**src/rtl/ow_cmd_sequencer.sv**
```systemverilog
// ow_cmd_sequencer
// ----------------
// Transaction-level sequencer for a 1-Wire slave, placed directly above the
// byte engine (which owns reset/presence detection and bit slots).
// It decodes the ROM commands Read ROM (0x33), Match ROM (0x55) and
// Skip ROM (0xCC), then the function commands Write Scratchpad (0x4E) and
// Read Scratchpad (0xBE). It steers the engine's direction and transmit byte
// and exposes a small scratchpad register file.
//
// Handshake with the engine: byte_valid is a one-cycle pulse per completed
// byte slot (pulses at least 2 clk apart); the response (dir, tx_byte,
// tx_load, state change) is registered and appears exactly 1 clk later.
// tx_load is a one-cycle strobe and is only ever raised together with dir=1.
//
// Ports:
//   clk, reset        system clock, asynchronous active-high reset
//   bus_reset_seen    pulse: 1-Wire reset/presence completed (wins over byte_valid)
//   byte_valid        pulse: byte slot completed in the current direction
//   rx_byte[7:0]      received byte, meaningful with byte_valid while dir=0
//   dir               0 = slave receiving, 1 = slave transmitting
//   tx_byte[7:0]      byte the engine transmits next
//   tx_load           strobe: engine captures tx_byte
//   selected          ROM addressing succeeded, cleared by the next bus reset
//   scratch           scratchpad, byte i at [8i+7:8i]
//   scratch_wr        pulse per scratchpad byte written from the bus
//   cmd_error         pulse on unknown command or Match ROM mismatch
//   state_dbg[2:0]    current state, encoded IDLE=0, ROM_CMD=1, READ_ROM=2,
//                     MATCH_ROM=3, FUNC_CMD=4, WR_SCRATCH=5, RD_SCRATCH=6, DONE=7

module ow_cmd_sequencer #(
    parameter logic [63:0] ROM_ID        = 64'h0000_0000_0000_0001,
    parameter int          SCRATCH_BYTES = 4
) (
    input  logic                       clk,
    input  logic                       reset,
    input  logic                       bus_reset_seen,
    input  logic                       byte_valid,
    input  logic [7:0]                 rx_byte,
    output logic                       dir,
    output logic [7:0]                 tx_byte,
    output logic                       tx_load,
    output logic                       selected,
    output logic [8*SCRATCH_BYTES-1:0] scratch,
    output logic                       scratch_wr,
    output logic                       cmd_error,
    output logic [2:0]                 state_dbg
);

    typedef enum logic [2:0] {
        ST_IDLE       = 3'd0,
        ST_ROM_CMD    = 3'd1,
        ST_READ_ROM   = 3'd2,
        ST_MATCH_ROM  = 3'd3,
        ST_FUNC_CMD   = 3'd4,
        ST_WR_SCRATCH = 3'd5,
        ST_RD_SCRATCH = 3'd6,
        ST_DONE       = 3'd7
    } state_t;

    localparam logic [3:0] ROM_LAST = 4'd7;
    localparam logic [3:0] SCR_LAST = 4'(SCRATCH_BYTES - 1);
    localparam logic [3:0] SCR_CNT  = 4'(SCRATCH_BYTES);

    state_t                     state_q;
    logic                       dir_q;
    logic [7:0]                 tx_byte_q;
    logic                       tx_load_q;
    logic                       selected_q;
    logic [8*SCRATCH_BYTES-1:0] scratch_q;
    logic                       scratch_wr_q;
    logic                       cmd_error_q;
    logic [3:0]                 idx_q;
    logic [8*SCRATCH_BYTES-1:0] snap_q;
    logic [7:0]                 crc_d;

    function automatic logic [7:0] rom_byte(input logic [3:0] i);
        logic [7:0] b;
        b = 8'h00;
        for (int k = 0; k < 8; k++) begin
            if (i == 4'(k)) b = ROM_ID[8*k +: 8];
        end
        return b;
    endfunction

    function automatic logic [7:0] pick_byte(input logic [8*SCRATCH_BYTES-1:0] v,
                                             input logic [3:0]                 i);
        logic [7:0] b;
        b = 8'h00;
        for (int k = 0; k < SCRATCH_BYTES; k++) begin
            if (i == 4'(k)) b = v[8*k +: 8];
        end
        return b;
    endfunction

    // Dallas CRC-8, bits fed LSB-first starting with byte 0.
    function automatic logic [7:0] dallas_crc(input logic [8*SCRATCH_BYTES-1:0] v);
        logic [7:0] c;
        c = 8'h00;
        for (int k = 0; k < 8*SCRATCH_BYTES; k++) begin
            if (c[0] ^ v[k]) c = (c >> 1) ^ 8'h8C;
            else             c = c >> 1;
        end
        return c;
    endfunction

    // CRC follows the entry snapshot, so it is already settled when the
    // final byte is loaded. A zero snapshot after reset gives crc 0.
    assign crc_d = dallas_crc(snap_q);

    always_ff @(posedge clk or posedge reset) begin
        if (reset) begin
            state_q      <= ST_IDLE;
            dir_q        <= 1'b0;
            tx_byte_q    <= 8'h00;
            tx_load_q    <= 1'b0;
            selected_q   <= 1'b0;
            scratch_q    <= '0;
            scratch_wr_q <= 1'b0;
            cmd_error_q  <= 1'b0;
            idx_q        <= 4'd0;
            snap_q       <= '0;
        end else begin
            tx_load_q    <= 1'b0;
            scratch_wr_q <= 1'b0;
            cmd_error_q  <= 1'b0;

            if (bus_reset_seen) begin
                // A coincident byte_valid is dropped on purpose.
                state_q    <= ST_ROM_CMD;
                dir_q      <= 1'b0;
                idx_q      <= 4'd0;
                selected_q <= 1'b0;
            end else if (byte_valid) begin
                case (state_q)
                    ST_ROM_CMD: begin
                        idx_q <= 4'd0;
                        case (rx_byte)
                            8'h33: begin
                                state_q   <= ST_READ_ROM;
                                dir_q     <= 1'b1;
                                tx_byte_q <= rom_byte(4'd0);
                                tx_load_q <= 1'b1;
                            end
                            8'h55: state_q <= ST_MATCH_ROM;
                            8'hCC: begin
                                state_q    <= ST_FUNC_CMD;
                                selected_q <= 1'b1;
                            end
                            default: begin
                                state_q     <= ST_DONE;
                                cmd_error_q <= 1'b1;
                            end
                        endcase
                    end

                    ST_READ_ROM: begin
                        if (idx_q == ROM_LAST) begin
                            state_q <= ST_DONE;
                            dir_q   <= 1'b0;
                            idx_q   <= 4'd0;
                        end else begin
                            idx_q     <= idx_q + 4'd1;
                            tx_byte_q <= rom_byte(idx_q + 4'd1);
                            tx_load_q <= 1'b1;
                        end
                    end

                    ST_MATCH_ROM: begin
                        if (rx_byte != rom_byte(idx_q)) begin
                            state_q     <= ST_DONE;
                            cmd_error_q <= 1'b1;
                            idx_q       <= 4'd0;
                        end else if (idx_q == ROM_LAST) begin
                            state_q    <= ST_FUNC_CMD;
                            selected_q <= 1'b1;
                            idx_q      <= 4'd0;
                        end else begin
                            idx_q <= idx_q + 4'd1;
                        end
                    end

                    ST_FUNC_CMD: begin
                        idx_q <= 4'd0;
                        case (rx_byte)
                            8'h4E: state_q <= ST_WR_SCRATCH;
                            8'hBE: begin
                                state_q   <= ST_RD_SCRATCH;
                                snap_q    <= scratch_q;
                                dir_q     <= 1'b1;
                                tx_byte_q <= pick_byte(scratch_q, 4'd0);
                                tx_load_q <= 1'b1;
                            end
                            default: begin
                                state_q     <= ST_DONE;
                                cmd_error_q <= 1'b1;
                            end
                        endcase
                    end

                    ST_WR_SCRATCH: begin
                        for (int k = 0; k < SCRATCH_BYTES; k++) begin
                            if (idx_q == 4'(k)) scratch_q[8*k +: 8] <= rx_byte;
                        end
                        scratch_wr_q <= 1'b1;
                        if (idx_q == SCR_LAST) begin
                            state_q <= ST_DONE;
                            idx_q   <= 4'd0;
                        end else begin
                            idx_q <= idx_q + 4'd1;
                        end
                    end

                    ST_RD_SCRATCH: begin
                        // idx counts completed bytes; byte SCRATCH_BYTES is the CRC.
                        if (idx_q == SCR_CNT) begin
                            state_q <= ST_DONE;
                            dir_q   <= 1'b0;
                            idx_q   <= 4'd0;
                        end else begin
                            idx_q     <= idx_q + 4'd1;
                            tx_load_q <= 1'b1;
                            if (idx_q == SCR_LAST) tx_byte_q <= crc_d;
                            else                   tx_byte_q <= pick_byte(snap_q, idx_q + 4'd1);
                        end
                    end

                    // IDLE (never addressed) and DONE ignore bytes.
                    default: ;
                endcase
            end
        end
    end

    assign dir        = dir_q;
    assign tx_byte    = tx_byte_q;
    assign tx_load    = tx_load_q;
    assign selected   = selected_q;
    assign scratch    = scratch_q;
    assign scratch_wr = scratch_wr_q;
    assign cmd_error  = cmd_error_q;
    assign state_dbg  = state_q;

endmodule

```
**config.mk**
```make
export PLATFORM = sky130hd
export DESIGN_NAME = ow_cmd_sequencer
export DESIGN_NICKNAME = d
export VERILOG_FILES = /design/src/rtl/ow_cmd_sequencer.sv
export SDC_FILE = /design/constraint.sdc
export NUM_CORES = 1
export LEC_CHECK = 0
export ABC_CLOCK_PERIOD_IN_PS = 4100
export BUFFER_PORTS_ARGS = -buffer_cell sky130_fd_sc_hd__buf_4
export CAP_MARGIN = 20
export CORE_MARGIN = 4
export CORE_UTILIZATION = 40
export CTS_BUF_LIST = sky130_fd_sc_hd__clkbuf_8
export CTS_CLUSTER_SIZE = 30
export DETAILED_ROUTE_END_ITERATION = 7
export GPL_ROUTABILITY_DRIVEN = 0
export MAX_ROUTING_LAYER = met4
export PLACE_DENSITY = 0.68
export SLEW_MARGIN = 20
export SYNTH_ARGS = -nofsm -noshare
export SYNTH_HDL_FRONTEND = slang
export SYNTH_SLANG_ARGS = --single-unit
```
**constraint.sdc**
```tcl
create_clock -name clk -period 4.1 [get_ports clk]
set_input_delay 0.41 -clock clk [delete_from_list [all_inputs] [get_ports clk]]
set_output_delay 0.41 -clock clk [all_outputs]
set_load 0.03 [all_outputs]
```
==> PnR_summary.wiki <==
{| class="wikitable"
! Metric !! Value
|-
| Status || completed
|-
| Count of state elements after synthesis || 84
|-
| Net switching power of the design || roughly 0.73 mW
|-
| # H-tree levels || 3
|-
| Crit Path Class || flip-flop to flip-flop
|-
| Number of input and output port buffers inserted || 59
|-
| Part of the power in combinational logic || between 20% and 30%
|-
| Antenna diode count || 0
|-
| Most common cell after layout, fill and taps aside || dfrtp_1
|-
| Starting Density || 41.60%
|-
| Total negative setup slack || 0 ns
|-
| Synth-to-Final Area Change || 15.02%
|-
| Clock Sinks || 84
|-
| Worst path cell trace || xnor2_1 > xor3_1 > xor3_1 > xnor3_1 > xnor2_1 > xor2_1 > a211o_1 > a32o_1
|-
| R2R Path Start || snap_q[3]
|-
| Maximum ir drop on the vdd rail || 0.0002746 V
|-
| Total count of hold-check failures in the final report || 0
|-
| Switching portion of total power || a little over a third
|-
| Routed Wire Length || 13620 um
|-
| Setup slack, reg-to-reg || ~0.94 ns
|-
| Max-Slew Margin vs Limit || 32.97%
|-
| Number of cells on the critical path || 8
|-
| Maximum buffer depth of the clock tree || 2
|-
| Total global routing overflow || 0
|-
| Latest clock arrival within the worst-skew pair || between 0.3 and 0.4 ns
|-
| Area inside the core boundary || around 12000 sq um
|-
| Top fanout value on the critical path || 5
|-
| Highest cell delay on the worst timing path || 0.47 ns
|-
| Critical path's top delay family || XOR/XNOR gates
|-
| Vias post-DR || around 3800
|-
| Syn_nets || around 480
|-
| CP Buf/Inv Count || 0
|-
| Internal cell power || approximately 1.4 mW
|-
| Number of flops mapped to enable cells by yosys || 0
|-
| End of the worst register-to-register path || tx_byte[2]
|-
| Post-CTS Hold Buffers || 0
|-
| Number of distinct library cell variants in the gate-level netlist after synthesis || 56
|-
| Launching instance or port of the critical path || snap_q[3]
|-
| Wire length of the first global-routing pass || 20890 um
|-
| Clock-pin slew on the worst setup and hold paths || 0.09 ns
|-
| Number of buffers added by the clock tree synthesis step || 9
|-
| Async SR Flop Fraction || 100.0%
|-
| Top library cells by usage in the layout, fill and taps aside || dfrtp_1, mux2_2, buf_4
|-
| Register-to-Register Path Depth || 8
|-
| Part of the power in registers || about half
|-
| Worst min path class || primary input to asynchronous set/reset pin
|-
| Vias in the first global route || 3631
|-
| LEAKAGE || 2.785 nW
|-
| Mean cell area of the mapped netlist || 10.92 sq um
|-
| Final setup violation count || 0
|-
| Power density relative to cell area || between 300 and 400 nW/um^2
|-
| Antenna-violating nets left || 0
|-
| Antenna violations before repair || 0
|-
| Critical path capture point type || flip-flop
|-
| 1st-pass router iterations || 5
|-
| End of the critical path || tx_byte[2]
|-
| Cell area after technology mapping || 5080 sq um
|-
| Total I/O pin count || 60
|-
| Wire length per cell || 19.89 um
|-
| Area enclosed by the die boundary || about 15000 sq um
|-
| DP HPWL || 9913 um
|-
| Transition time of the tightest slew-check pin || between 1 and 1.5 ns
|-
| Row count || 40
|-
| Area of all placed cells without fillers || 5843 sq um
|-
| Post-route DRC violation count || 0
|-
| Clock tree from TritonCTS || built
|-
| Post-layout nets || between 500 and 600
|-
| Crit share post-route || 77.10%
|-
| Number of buffers added for setup after CTS || 0
|-
| First DRT Iteration DRCs || 304
|-
| Die span in y || 120.7 um
|-
| Period minus WS final || 3.161 ns
|-
| Critical Path Start Type || flip-flop
|-
| Data arrival at the endpoint of the critical path || 3.43 ns
|-
| Overall Global Routing Usage || between 10% and 20%
|-
| Fraction of final layout cells with drive strength greater than 1 || 29.40%
|-
| Ys Warns || 0
|-
| Placement-stage cell area || around 5700 sq um
|-
| Largest net degree at the start of global routing || 54
|-
| Unrepaired setup endpoints after global routing || no
|-
| Avg Vias per Cell || 5.607
|-
| Data required time of the worst path || 4.37 ns
|-
| PostCTS Resize Cnt || 0
|-
| Most used flip-flop cell after synthesis || dfrtp_1
|-
| Final number of max-transition violations || 0
|-
| Number of max-capacitance violations reported || 0
|-
| Part of the power in the clock network || between 20 and 30%
|-
| Root cell of the clock tree || clkbuf_8
|-
| Horizontal die dimension || about 120 um
|-
| Instance count of the mapped netlist || 465
|-
| Sequential-to-total area share from yosys stat || 41.38%
|-
| Clock Skews || about 0.011 ns
|-
| Worst path slowest cell || xor3_1
|-
| Utilization of the core after routing || 47.85%
|-
| Max Clk Rate || 0.3164 GHz
|}
[stage by stage]
| stage | std cells | power [mW] | hold WS, ns | worst slack (ns) |
|---|---|---|---|---|
| finish | 685 | 2.087 | 0.2134 | 0.9391 |
| global route | 685 | 2.173 | 0.2542 | 0.7955 |
| CTS | 685 | 2.102 | 0.2370 | 0.9543 |
| detailed placement | 669 | 1.523 | 0.4697 | 0.9716 |
| global placement | 669 | 1.514 | 0.4581 | 1.052 |
| floorplan | 465 | 1.304 | 0.5239 | 1.128 |
[metal layers]
metal	vias up	part of all wire [%]	wire length, um	track usage [%]
li1	1742	-	-	-
met1	1925	45	6125	27.15
met2	156	46	6202	28.26
met3	18	7.3	993	3.555
met4	0	2.2	301	6.941
met5	-	0	0	-
[how the worst min path moves through the flow]
stage / from / end / slack [ns] / depth (start not counted)
final: reset / scratch[24] / 0.21 / 2
after global routing: bus_reset_seen / state_dbg[1] / 0.25 / 2
after CTS: reset / tx_byte[2] / 0.24 / 2
after detailed placement: tx_byte[3] / tx_byte[3] / 0.47 / 2
after global placement: tx_byte[3] / tx_byte[3] / 0.46 / 2
after floorplan: snap_q[26] / snap_q[26] / 0.52 / 1
[power groups by stage]
| stage | clock network, mW | registers [mW] | logic [mW] |
|---|---|---|---|
| after floorplan | 0 | 1.11 | 0.195 |
| after global placement | 0 | 1.02 | 0.496 |
| after detailed placement | 0 | 1.02 | 0.500 |
| after CTS | 0.593 | 1.01 | 0.502 |
| after global routing | 0.627 | 1.02 | 0.530 |
| final | 0.582 | 1.01 | 0.499 |
[synthesized netlist by cell type, types with 2 or more instances]
| cell type | instances | area (sq um) |
|---|---|---|
| clkbuf_1 | 20 | 75.07 |
| a22oi_1 | 2 | 15.01 |
| xor3_1 | 2 | 47.55 |
| nand3_1 | 8 | 40.04 |
| o22ai_1 | 4 | 25.02 |
| a22o_1 | 3 | 26.28 |
| nor4_1 | 2 | 12.51 |
| nor4bb_1 | 2 | 20.02 |
| inv_1 | 15 | 56.30 |
| a221oi_1 | 3 | 26.28 |
| nor3_1 | 3 | 15.01 |
| xnor3_1 | 14 | 315.3 |
| and4b_1 | 4 | 40.04 |
| and3_1 | 3 | 18.77 |
| ha_1 | 5 | 62.56 |
| xor2_1 | 15 | 131.4 |
| o2bb2ai_1 | 5 | 43.79 |
| a21bo_2 | 2 | 20.02 |
| nor2b_1 | 8 | 50.05 |
| o31ai_1 | 3 | 22.52 |
| a31oi_1 | 7 | 43.79 |
| a221o_1 | 3 | 30.03 |
| buf_1 | 4 | 15.01 |
| xnor3_2 | 2 | 47.55 |
| xnor2_2 | 2 | 32.53 |
| dfrtp_1 | 84 | 2102 |
| nor2_1 | 19 | 71.32 |
| nand2_1 | 40 | 150.1 |
| a21oi_1 | 30 | 150.1 |
| o21ai_0 | 22 | 110.1 |
| mux2_2 | 63 | 709.4 |
| and2_1 | 6 | 37.54 |
| xnor2_1 | 37 | 324.1 |
[state kept, by name (all words and copies together) (netlist names)]
register	flops
scratch_wr	1
snap_q	32
selected	1
scratch	32
idx_q	4
tx_byte	8
tx_load	1
state_dbg	3
cmd_error	1
dir	1
[worst register-to-register path, delay by kind of cell, from the launching register on]
| kind | cells | cell delay [ns] |
|---|---|---|
| flip-flops | 1 | 0.46 |
| XOR/XNOR | 6 | 2.14 |
| AO/OA/AOI/OAI | 2 | 0.47 |
[final cells by class]
cell class,count,area [sq um]
clock inverters,5,41.29
well taps,168,210.2
fillers,1167,6369
repair buffers,62,465.4
inverters,15,57.56
flip-flops and latches,84,2102
clock buffers,11,151.4
multi-input cells,340,2815
[cells by family (layout without fill, tap and decap cells)]
logic type               count (synthesis)  after routing  share of synthesized area, %
AND/OR/NAND/NOR                        103            103                         10.15
AO/OA/AOI/OAI                           97             97                         12.39
flip-flops                              84             84                         41.38
XOR/XNOR                                72             72                         17.68
multiplexers                            63             63                         13.97
buffers and inverters                   41             93                         3.202
adder cells (fa/ha/maj)                  5              5                         1.232
(Power assumes the default switching activity.)
